File: config.mk
export PLATFORM = sky130hd
export DESIGN_NAME = uart_bus_master
export DESIGN_NICKNAME = d
export VERILOG_FILES = /design/src/rtl/uart_bus_master.sv
export SDC_FILE = /design/constraint.sdc
export NUM_CORES = 1
export LEC_CHECK = 0
export BUFFER_PORTS_ARGS = -buffer_cell sky130_fd_sc_hd__buf_2
export CAP_MARGIN = 10
export CORE_ASPECT_RATIO = 0.9
export CORE_MARGIN = 8
export CORE_UTILIZATION = 55
export CTS_BUF_LIST = sky130_fd_sc_hd__clkbuf_2 sky130_fd_sc_hd__clkbuf_4 sky130_fd_sc_hd__clkbuf_8
export CTS_CLUSTER_SIZE = 25
export DETAILED_ROUTE_END_ITERATION = 16
export PLACE_DENSITY_LB_ADDON = 0.1
export SYNTH_ARGS = -nofsm -noshare
export SYNTH_HDL_FRONTEND = slang
export SYNTH_SLANG_ARGS = --single-unit
File: constraint.sdc
create_clock -name clk -period 4.1 [get_ports clk]
set_clock_uncertainty 0.1 [all_clocks]
set_input_delay 0.41 -clock clk [delete_from_list [all_inputs] [get_ports clk]]
set_output_delay 0.41 -clock clk [all_outputs]
set_load 0.01 [all_outputs]
File: src/rtl/uart_bus_master.sv
// UART-driven bus initiator: decodes 'W'/'R' command frames from the UART
// receiver, performs one 32-bit bus read or write, and replies over the UART
// transmitter (one ack byte for a write, four data bytes MSB first for a read).
//
// Handshakes: rx_valid is a one-cycle strobe with no back-pressure, so bytes
// that arrive while the block is busy with a bus cycle or a reply are dropped.
// tx_start is a one-cycle strobe issued only while tx_busy is low; tx_data is
// held until the transmitter drops tx_busy again.
module uart_bus_master #(
   parameter int unsigned TIMEOUT_CYCLES = 1000000,
   parameter logic [7:0]  CMD_WR         = 8'h57,
   parameter logic [7:0]  CMD_RD         = 8'h52,
   parameter logic [7:0]  RSP_ACK        = 8'h4B,
   parameter logic [7:0]  RSP_ERR        = 8'h45
) (
   input  logic        clk,
   input  logic        reset,
   input  logic [7:0]  rx_data,
   input  logic        rx_valid,
   output logic [7:0]  tx_data,
   output logic        tx_start,
   input  logic        tx_busy,
   output logic        rd,
   output logic        wr,
   output logic [31:0] addr,
   output logic [31:0] wdata,
   input  logic [31:0] rdata,
   output logic        busy,
   output logic [2:0]  dbg_state_o
);

   typedef enum logic [2:0] {
      S_IDLE   = 3'd0,
      S_ADDR   = 3'd1,
      S_DATA   = 3'd2,
      S_BUS    = 3'd3,
      S_RESP   = 3'd4,
      S_TXWAIT = 3'd5
   } state_t;

   localparam logic [31:0] TIMER_LAST = 32'(TIMEOUT_CYCLES - 1);

   state_t      state_q,    state_d;
   logic        is_wr_q,    is_wr_d;
   logic [1:0]  byte_cnt_q, byte_cnt_d;
   logic [31:0] timer_q,    timer_d;
   logic [31:0] addr_q,     addr_d;
   logic [31:0] wdata_q,    wdata_d;
   logic [31:0] rsp_q,      rsp_d;
   logic [2:0]  rsp_left_q, rsp_left_d;
   logic [7:0]  tx_data_q,  tx_data_d;
   logic        tx_start_q, tx_start_d;
   logic        guard_q,    guard_d;

   // State and datapath registers; asynchronous reset aborts any frame or reply.
   always_ff @(posedge clk or negedge reset) begin
      if (!reset) begin
         state_q    <= S_IDLE;
         is_wr_q    <= 1'b0;
         byte_cnt_q <= 2'd0;
         timer_q    <= 32'd0;
         addr_q     <= 32'd0;
         wdata_q    <= 32'd0;
         rsp_q      <= 32'd0;
         rsp_left_q <= 3'd0;
         tx_data_q  <= 8'd0;
         tx_start_q <= 1'b0;
         guard_q    <= 1'b0;
      end else begin
         state_q    <= state_d;
         is_wr_q    <= is_wr_d;
         byte_cnt_q <= byte_cnt_d;
         timer_q    <= timer_d;
         addr_q     <= addr_d;
         wdata_q    <= wdata_d;
         rsp_q      <= rsp_d;
         rsp_left_q <= rsp_left_d;
         tx_data_q  <= tx_data_d;
         tx_start_q <= tx_start_d;
         guard_q    <= guard_d;
      end
   end

   // Next-state logic: frame decode, inter-byte timeout, bus cycle, reply sequencing.
   always_comb begin
      state_d    = state_q;
      is_wr_d    = is_wr_q;
      byte_cnt_d = byte_cnt_q;
      timer_d    = timer_q;
      addr_d     = addr_q;
      wdata_d    = wdata_q;
      rsp_d      = rsp_q;
      rsp_left_d = rsp_left_q;
      tx_data_d  = tx_data_q;
      tx_start_d = 1'b0;
      guard_d    = guard_q;
      case (state_q)
         S_IDLE: begin
            if (rx_valid) begin
               if (rx_data == CMD_WR || rx_data == CMD_RD) begin
                  is_wr_d    = (rx_data == CMD_WR);
                  byte_cnt_d = 2'd0;
                  timer_d    = 32'd0;
                  state_d    = S_ADDR;
               end else begin
                  rsp_d      = {RSP_ERR, 24'h0};
                  rsp_left_d = 3'd1;
                  state_d    = S_RESP;
               end
            end
         end
         S_ADDR, S_DATA: begin
            if (rx_valid) begin
               if (state_q == S_ADDR) addr_d  = {addr_q[23:0], rx_data};
               else                   wdata_d = {wdata_q[23:0], rx_data};
               timer_d    = 32'd0;
               byte_cnt_d = byte_cnt_q + 2'd1;
               if (byte_cnt_q == 2'd3) begin
                  if (state_q == S_ADDR && is_wr_q) state_d = S_DATA;
                  else                              state_d = S_BUS;
               end
            end else if (timer_q == TIMER_LAST) begin
               timer_d = 32'd0;
               state_d = S_IDLE;
            end else begin
               timer_d = timer_q + 32'd1;
            end
         end
         S_BUS: begin
            if (is_wr_q) begin
               rsp_d      = {RSP_ACK, 24'h0};
               rsp_left_d = 3'd1;
            end else begin
               rsp_d      = rdata;
               rsp_left_d = 3'd4;
            end
            state_d = S_RESP;
         end
         S_RESP: begin
            if (!tx_busy) begin
               tx_data_d  = rsp_q[31:24];
               rsp_d      = {rsp_q[23:0], 8'h00};
               rsp_left_d = rsp_left_q - 3'd1;
               tx_start_d = 1'b1;
               guard_d    = 1'b1;
               state_d    = S_TXWAIT;
            end
         end
         S_TXWAIT: begin
            // The guard cycle gives the transmitter time to raise tx_busy.
            if (guard_q) begin
               guard_d = 1'b0;
            end else if (!tx_busy) begin
               state_d = (rsp_left_q != 3'd0) ? S_RESP : S_IDLE;
            end
         end
         default: state_d = S_IDLE;
      endcase
   end

   assign rd          = (state_q == S_BUS) && !is_wr_q;
   assign wr          = (state_q == S_BUS) && is_wr_q;
   assign addr        = addr_q;
   assign wdata       = wdata_q;
   assign tx_data     = tx_data_q;
   assign tx_start    = tx_start_q;
   assign busy        = (state_q != S_IDLE);
   assign dbg_state_o = state_q;

endmodule

==> results.yml, run 1 <==
routing:
  drt-met1-wl_um: 6860
  drc: 0
  vias: 5024
  wl_per_cell_um: 18.1
  top_layer: "met4"
  met2_length_um: 7600
  routed_wl_um: 15400
  detail-route-antenna-nets: 0
  via_per_inst: 5.90
  drt_iter0_drc: 325
  wl_met3_um: 789
  firstDrtPassIters: 5
critical_path:
  critical_path.startpoint_type: "register"
  startpoint: "dbg_state_o[1]$_DFFE_PN0P_"
  max_stage_delay_ns: 0.60
  slowest_stage: "dfrtp_1"
  worst_ep_required_time_ns: 3.59
  cp-end-kind: "primary output"
  crit_chain: "nand2_1 > or3_1 > inv_1 > buf_4 > buf_2"
  critical_path_class: "register to primary output"
  path_max_fanout: 20
  worst-path-buf-inv: 3
  crit_family: "buffers and inverters"
  reg2reg_from: "dbg_state_o[2]$_DFFE_PN0P_"
  arrival_ns: 2.47
die:
  die_x_um: 133
  start_util_pct: 56.3
  core-area_um2: 12100
  dieArea_um2: 16200
  rows: 38
  die_h_um: 121
  io_pins: 123
placed_design:
  place_ws_ns: 1.28
  gp_congestion: 0.801
  io_buffers: 122
  dp_hpwl_um: 10700
synthesis:
  syn_nets: 612
  synth-edff-count: 0
  ys_ff_latch: 147
  ys_async_sr_fraction_pct: 100
  syn_area_um2: 6800
  avgSynthCellArea_um2: 12.1
  ys_types: 56
  syn_inst: 564
  seq_area_frac_synth_pct: 54.1
  yosys_warnings: 0
  ys.flop_type: "dfrtp_1"
clocking:
  worstSkewPairLatency_ns: 0.44
  cts.htree.levels: 4
  cts_made_buffers: 17
  cts_root_buffer: "clkbuf_8"
  clock_sinks: 147
  clk_pin_slew_ns: 0.08
  clockBufferDepth: 2
  cts_tree: "built"
timing:
  hold_violations: 0
  setup_slack_ns: 1.12
  setup_tns_ns: 0
  period_minus_slack_ns: 2.98
  fin_crit_sh_pct: 72.8
  setup_viol: 0
  tightest_slew_ns: 1.06
  drv_slew: 0
  slew_headroom_pct: 29.3
  clock.fmax_ghz: 0.335
  rsz0062_at_grt: "false"
global_route:
  grt.total_usage_pct: 19.3
  grt_pass1_wl_um: 25200
  grt_max_degree: 95
  grt_pass1_vias: 4994
  overflow: 0
  antenna_found_initial: 0
hold_path:
  hp-class: "input pin to register"
  min-delay-start: "rdata[2]"
final_layout:
  layout_common_cells: "147 x dfrtp_1, 121 x buf_2, 97 x mux2_2, 30 x a31oi_1, 27 x a22o_1"
  final_common_cell: "dfrtp_1"
  syn_to_final_growth_pct: 16.2
  nFillCells: 993
  final_nets: 727
  diodes: 0
  drive_above_1_share_pct: 39.1
power:
  switchingPower_mw: 1.22
  swShare_pct: 31.6
  pwr-share-clk_pct: 27.8
  seq_power_share_pct: 48.6
  ir_drop_mv: 0.340
  pwr-share-comb_pct: 23.5
  power.leakage_nw: 3.91
  p_int_mw: 2.66
  p_per_area_nw_per_um2: 492
outcome:
  outcome: "complete, no violations"
run:
  maxCapViolCount: 0
[cells by family (layout without fill, tap and decap cells)]
| kind of cell | Yosys count | in the layout | synth area share [%] |
|---|---|---|---|
| simple gates | 139 | 139 | 12.3 |
| compound gates | 122 | 122 | 12.7 |
| flops | 147 | 147 | 54.1 |
| fa+ha+maj | 4 | 4 | 0.736 |
| xor+xnor | 2 | 2 | 0.258 |
| mux | 99 | 99 | 16.4 |
| buf+inv | 51 | 178 | 3.55 |
[synth_stat cells (2+ instances only)]
library cell | instances | area share, %
dfrtp_1 | 147 | 54
mux2_2 | 97 | 16
a31oi_1 | 30 | 2.8
a22o_1 | 27 | 3.5
nand2_1 | 22 | 1.2
inv_1 | 18 | 0.99
buf_2 | 16 | 1.2
a21oi_1 | 15 | 1.1
nand4_1 | 15 | 1.4
o21ai_0 | 15 | 1.1
nand3_1 | 14 | 1.0
nor2_1 | 14 | 0.77
clkbuf_1 | 13 | 0.72
nand3b_1 | 12 | 1.3
and3_1 | 10 | 0.92
nand2b_1 | 8 | 0.74
o22ai_1 | 8 | 0.74
and4_1 | 6 | 0.77
o31ai_1 | 6 | 0.66
or3_1 | 6 | 0.55
and2_1 | 5 | 0.46
nor3_1 | 5 | 0.37
a41oi_1 | 4 | 0.52
buf_6 | 4 | 0.66
ha_1 | 4 | 0.74
nor4_1 | 4 | 0.37
or4_1 | 4 | 0.44
o211ai_1 | 3 | 0.33
a21o_1 | 2 | 0.22
mux2i_1 | 2 | 0.29
nor4b_2 | 2 | 0.44
or2_2 | 2 | 0.18
[layer usage]
| layer | vias up | track usage (%) |
|---|---|---|
| li1 | 2357 | - |
| met1 | 2542 | 24.1 |
| met2 | 111 | 31.5 |
| met3 | 14 | 6.33 |
| met4 | 0 | 5.96 |
| met5 | - | 0 |
[metrics by stage]
stage | util, % | instances | cell area, um2 | total power [mW] | hold WS [ns]
finish | 65.4 | 851 | 7900 | 3.88 | 0.0800
global route | 65.4 | 851 | 7900 | 4.11 | 0.0548
CTS | 65.4 | 851 | 7900 | 3.93 | 0.0493
detailed placement | 62.1 | 819 | 7500 | 2.83 | 0.383
global placement | 62.1 | 819 | 7500 | 2.80 | 0.379
floorplan | - | 564 | 6800 | 2.46 | 0.0144
[power by group through the flow]
stage / clock network (mW) / registers [mW] / logic (mW)
floorplan: 0 / 1.91 / 0.549
global placement: 0 / 1.90 / 0.900
detailed placement: 0 / 1.91 / 0.921
CTS: 1.11 / 1.88 / 0.927
global route: 1.17 / 1.92 / 1.01
finish: 1.08 / 1.89 / 0.914
[area by class of cell]
cell class,count,area [um2],area share (%)
Sequential cell,147,3680,46.6
Multi-Input combinational cell,366,2890,36.6
Timing Repair Buffer,129,672,8.51
Clock buffer,23,310,3.93
Tap cell,160,200,2.54
Clock inverter,8,76.3,0.967
Inverter,18,67.6,0.856
[repair_timing]
action / 4_1_cts / 5_1_grt
gates resized for setup: 0 / 0
hold endpoints to repair: 92 / 0
hold buffers: 1 / 0
buffers inserted: 0 / 0
[state kept, by name, summed over array words and instances, names as in the netlist]
name / count
tx_start: 1
dbg_state_o: 3
guard_q: 1
wdata: 32
timer_q: 32
rsp_q: 32
byte_cnt_q: 2
tx_data: 8
rsp_left_q: 3
addr: 32
is_wr_q: 1
[final timing paths]
check	to	slack, ns	depth (start not counted)
min	rsp_q[2]$_DFFE_PN0P_	0.08	2
max reg2reg	rsp_q[20]$_DFFE_PN0P_	1.35	4
min reg2reg	tx_data[1]$_DFFE_PN0P_	0.40	1
max in group asynchronous	timer_q[13]$_DFFE_PN0P_	2.44	3
min in group asynchronous	timer_q[18]$_DFFE_PN0P_	0.49	2
max	rd	1.12	5
Note: power is estimated with default switching activity, not from simulation.
==> inputs of run 2 (changes only) <==
- clock period: 4.1 -> 2.8 ns (I/O delays scaled with it)
==> results.yml, run 2 (synthesis results as in run 1) <==
clocking:
  cts_setup_buffers: 0
  cts_made_buffers: 17
  cts.htree.levels: 4
  cts_root_buffer: "clkbuf_8"
  cts_tree: "built"
  clockBufferDepth: 2
  clock_sinks: 147
  worstSkewPairLatency_ns: 0.45
  clk_pin_slew_ns: 0.07
global_route:
  grt.total_usage_pct: 21.4
  grt_max_degree: 74
  overflow: 0
  grt_pass1_vias: 5394
  grt_pass1_wl_um: 27700
  antenna_found_initial: 2
timing:
  period_minus_slack_ns: 2.55
  tightest_slew_ns: 0.682
  slew_headroom_pct: 54.4
  setup_tns_ns: 0
  rsz0062_at_grt: "false"
  setup_viol: 0
  hold_violations: 0
  drv_slew: 0
  clock.fmax_ghz: 0.392
  holdWs_ns: 0.0325
  fin_crit_sh_pct: 91.2
die:
  start_util_pct: 56.3
  die_x_um: 133
  die_h_um: 121
  core-area_um2: 12100
  rows: 38
  dieArea_um2: 16200
  io_pins: 123
hold_path:
  hp-class: "input pin to register"
  min-delay-start: "tx_busy"
  min_path_cells: 2
  holdPathEnd: "tx_start$_DFF_PN0_"
routing:
  via_per_inst: 5.93
  firstDrtPassIters: 6
  vias: 5219
  drc: 0
  drt_iter0_drc: 377
  wl_per_cell_um: 19.3
  routed_wl_um: 17000
  detail-route-antenna-nets: 0
final_layout:
  diodes: 0
  drive_above_1_share_pct: 39.6
  finalInstanceArea_um2: 8170
  syn_to_final_growth_pct: 20.1
  layout_common_cells: "147 x dfrtp_1, 121 x buf_2, 97 x mux2_2, 30 x a31oi_1, 27 x a22o_1"
  final_core_util_pct: 67.6
  final_nets: 755
  final_common_cell: "dfrtp_1"
placed_design:
  io_buffers: 122
  gp_congestion: 0.811
  place_area_um2: 7600
  dp_hpwl_um: 11800
power:
  ir_drop_mv: 0.465
  p_per_area_nw_per_um2: 720
  p_total_mw: 5.88
  power.leakage_nw: 4.05
critical_path:
  path_max_fanout: 13
  reg2reg_from: "timer_q[15]$_DFFE_PN0P_"
  worst_ep_required_time_ns: 3.07
  slowest_stage: "or4_1"
  r2r-end: "timer_q[9]$_DFFE_PN0P_"
  rrSetupSlack_ns: 0.38
  crit_chain: "dlygate4sd3_1 > buf_2 > nand4bb_1 > o41ai_2 > nand2_1 > or4_1 > a21oi_1"
  reg2reg_depth: 6
  cp-end-kind: "register"
  critical_path_class: "input pin to register"
  cp.depth: 7
  worst-path-buf-inv: 2
  crit_family: "simple AND/OR/NAND/NOR gates"
  max_stage_delay_ns: 0.59
  arrival_ns: 2.82
  critical_path.startpoint_type: "input pin"
outcome:
  outcome: "complete, no violations"
run:
  maxCapViolCount: 0
==> run 2: cell types whose count changed in the layout (fill, tap and decap cells not counted), sizes merged <==
cell / before / now
buf: 128 / 142
bufinv: 1 / 2
clkbuf: 23 / 24
clkinv: 4 / 3
clkinvlp: 3 / 2
dlygate4sd3: 1 / 15
inv: 18 / 19
==> run 2: layout make-up <==
cell class,count,area [um2]
Clock buffer,24,312
Clock inverter,8,98.8
Fill cell,939,3910
Inverter,18,67.6
Multi-Input combinational cell,366,2890
Sequential cell,147,3680
Tap cell,160,200
Timing Repair Buffer,157,917
==> run 2: power breakdown <==
group | leakage (nW) | switching [mW] | total (mW) | internal (mW)
Combinational | 1.86 | 0.772 | 1.42 | 0.650
Sequential | 1.98 | 0.300 | 2.76 | 2.46
Clock | 0.210 | 0.784 | 1.70 | 0.915
Total | 4.05 | 1.86 | 5.88 | 4.03
==> run 2: worst max-delay path by stage <==
| stage | from | endpoint | slack [ns] |
|---|---|---|---|
| 3_5_place_dp | rx_data[5] | timer_q[25]$_DFFE_PN0P_ | 0.38 |
| 5_1_grt | dbg_state_o[1]$_DFFE_PN0P_ | rd | 0.11 |
| 6_report | rx_data[3] | timer_q[25]$_DFFE_PN0P_ | 0.25 |
| 2_1_floorplan | dbg_state_o[1]$_DFFE_PN0P_ | rsp_q[21]$_DFFE_PN0P_ | 0.69 |
| 4_1_cts | dbg_state_o[1]$_DFFE_PN0P_ | rd | 0.27 |
| 3_3_place_gp | timer_q[27]$_DFFE_PN0P_ | timer_q[1]$_DFFE_PN0P_ | 0.45 |
==> run 2: stage by stage <==
step / worst slack, ns / instances
2_1_floorplan: 0.686 / 564
3_3_place_gp: 0.452 / 833
3_5_place_dp: 0.383 / 833
4_1_cts: 0.272 / 880
5_1_grt: 0.106 / 880
6_report: 0.247 / 880
==> run 2: metal layers <==
layer	vias to the layer above	track usage [%]	share of wire, %
met3	31	7.08	6.1
met1	2600	26.2	42
met2	170	35.3	50
met4	4	6.66	1.4
li1	2414	-	-
met5	-	0	0.094
==> run 2: repair_timing <==
action | in CTS | in global routing
hold buffers | 15 | 0
endpoints found under the hold margin | 88 | 0
endpoints found under the setup margin | 0 | 0
gates resized for setup | 0 | 0
==> run 2: worst reg2reg max path, cell delays in order, from the launching register on <==
cell      delay (ns)
dfrtp_1         0.47
nor4bb_1        0.32
nand4_1         0.21
or4_4           0.67
buf_4           0.26
a31oi_1         0.20
a31oi_1         0.06
==> inputs of run 3 (changes only) <==
- CORE_MARGIN: 8 -> unset
==> results.yml, run 3 (synthesis results as in run 1) <==
placed_design:
  dp_hpwl_um: 10500
  gp_congestion: 0.844
  place_area_um2: 7590
  io_buffers: 122
  place_ws_ns: 0.406
final_layout:
  drive_above_1_share_pct: 39.3
  diodes: 0
  finalInstanceArea_um2: 8200
  syn_to_final_growth_pct: 20.6
  final_core_util_pct: 68.2
  final_nets: 752
  final_common_cell: "dfrtp_1"
  layout_common_cells: "147 x dfrtp_1, 121 x buf_2, 97 x mux2_2, 30 x a31oi_1, 27 x a22o_1"
die:
  io_pins: 123
  dieArea_um2: 12800
  die_x_um: 119
  rows: 38
  core-area_um2: 12000
  die_h_um: 107
  start_util_pct: 56.5
timing:
  slew_headroom_pct: 57.4
  period_minus_slack_ns: 2.50
  setup_slack_ns: 0.302
  drv_slew: 0
  rsz0062_at_grt: "false"
  fin_crit_sh_pct: 89.2
  hold_violations: 0
  tightest_slew_ns: 0.637
  clock.fmax_ghz: 0.400
  setup_tns_ns: 0
  setup_viol: 0
clocking:
  cts.htree.levels: 4
  clock_sinks: 147
  clk_pin_slew_ns: 0.08
  post_cts_resized: 0
  worstSkewPairLatency_ns: 0.44
  postCtsHoldBufs: 15
  cts_setup_buffers: 0
  cts_made_buffers: 17
  cts_tree: "built"
  clockBufferDepth: 2
  cts_root_buffer: "clkbuf_8"
routing:
  routed_wl_um: 15700
  via_per_inst: 5.97
  drc: 0
  drt_iter0_drc: 391
  wl_per_cell_um: 17.9
  firstDrtPassIters: 4
  vias: 5234
  detail-route-antenna-nets: 0
global_route:
  overflow: 0
  grt.total_usage_pct: 25.8
  grt_pass1_wl_um: 25800
  antenna_found_initial: 0
  grt_max_degree: 66
  grt_pass1_vias: 5224
hold_path:
  min_path_cells: 2
  hp-class: "input pin to register"
  holdPathEnd: "tx_start$_DFF_PN0_"
  min-delay-start: "tx_busy"
critical_path:
  critical_path_class: "register to primary output"
  worst_ep_required_time_ns: 2.42
  reg2reg_from: "timer_q[0]$_DFFE_PN0P_"
  critical_path.startpoint_type: "register"
  r2r-end: "timer_q[30]$_DFFE_PN0P_"
  cp-end-kind: "primary output"
  rrSetupSlack_ns: 0.37
  reg2reg_depth: 6
  arrival_ns: 2.12
  path_max_fanout: 30
run:
  maxCapViolCount: 0
outcome:
  outcome: "complete, no violations"
power:
  power.leakage_nw: 4.06
  ir_drop_mv: 0.601
  p_per_area_nw_per_um2: 732
## run 3: cell count changes in the layout (fill, tap and decap cells not counted), sizes merged
cell	before	now
clkinv	3	6
bufinv	2	4
clkbuf	24	20
clkinvlp	2	1
buf	142	139
## run 3: area by class of cell
class                      instances  area (um2)
clock buffer                      20         275
clock inverter                    12         178
fill                             917        3830
inverter                          18        67.6
multi-input combinational        366        2890
sequential                       147        3680
tap                              160         200
timing repair buffer             154         907
## run 3: stage by stage
step           power, mW  hold slack, ns  cells
2_1_floorplan       3.61          -0.116    564
5_1_grt             6.33          0.0183    877
4_1_cts             6.05         0.00508    877
3_3_place_gp        4.12           0.216    830
3_5_place_dp        4.17           0.220    830
6_report            6.00          0.0402    877
## run 3: worst max-delay path by stage
stage | endpoint | cells after the start | from | slack (ns)
final | rd | 5 | dbg_state_o[1]$_DFFE_PN0P_ | 0.30
after global routing | rd | 5 | dbg_state_o[1]$_DFFE_PN0P_ | 0.17
after CTS | rd | 5 | dbg_state_o[1]$_DFFE_PN0P_ | 0.26
after detailed placement | timer_q[24]$_DFFE_PN0P_ | 6 | timer_q[27]$_DFFE_PN0P_ | 0.41
after global placement | timer_q[24]$_DFFE_PN0P_ | 6 | timer_q[27]$_DFFE_PN0P_ | 0.44
after floorplan | rsp_q[21]$_DFFE_PN0P_ | 7 | dbg_state_o[1]$_DFFE_PN0P_ | 0.69
## run 3: report_power, final
part / internal, mW / switching [mW] / total (mW)
Clock: 1.04 / 0.804 / 1.85
Combinational: 0.647 / 0.746 / 1.39
Sequential: 2.46 / 0.296 / 2.76
Total: 4.15 / 1.85 / 6.00
## run 3: critical path, cell delays in order (launching register included)
cell and delay (ns):
dfrtp_1 0.61, nand2_1 0.12, or3_1 0.37, inv_1 0.07
buf_4 0.29, buf_2 0.19
## run 3: metal layers
metal / global-route usage [%] / vias to the layer above / part of all wire (%)
li1: - / 2414 / -
met1: 33.9 / 2651 / 45
met2: 40.5 / 144 / 49
met3: 7.36 / 25 / 5.0
met4: 9.76 / 0 / 1.6
met5: 0 / - / 0
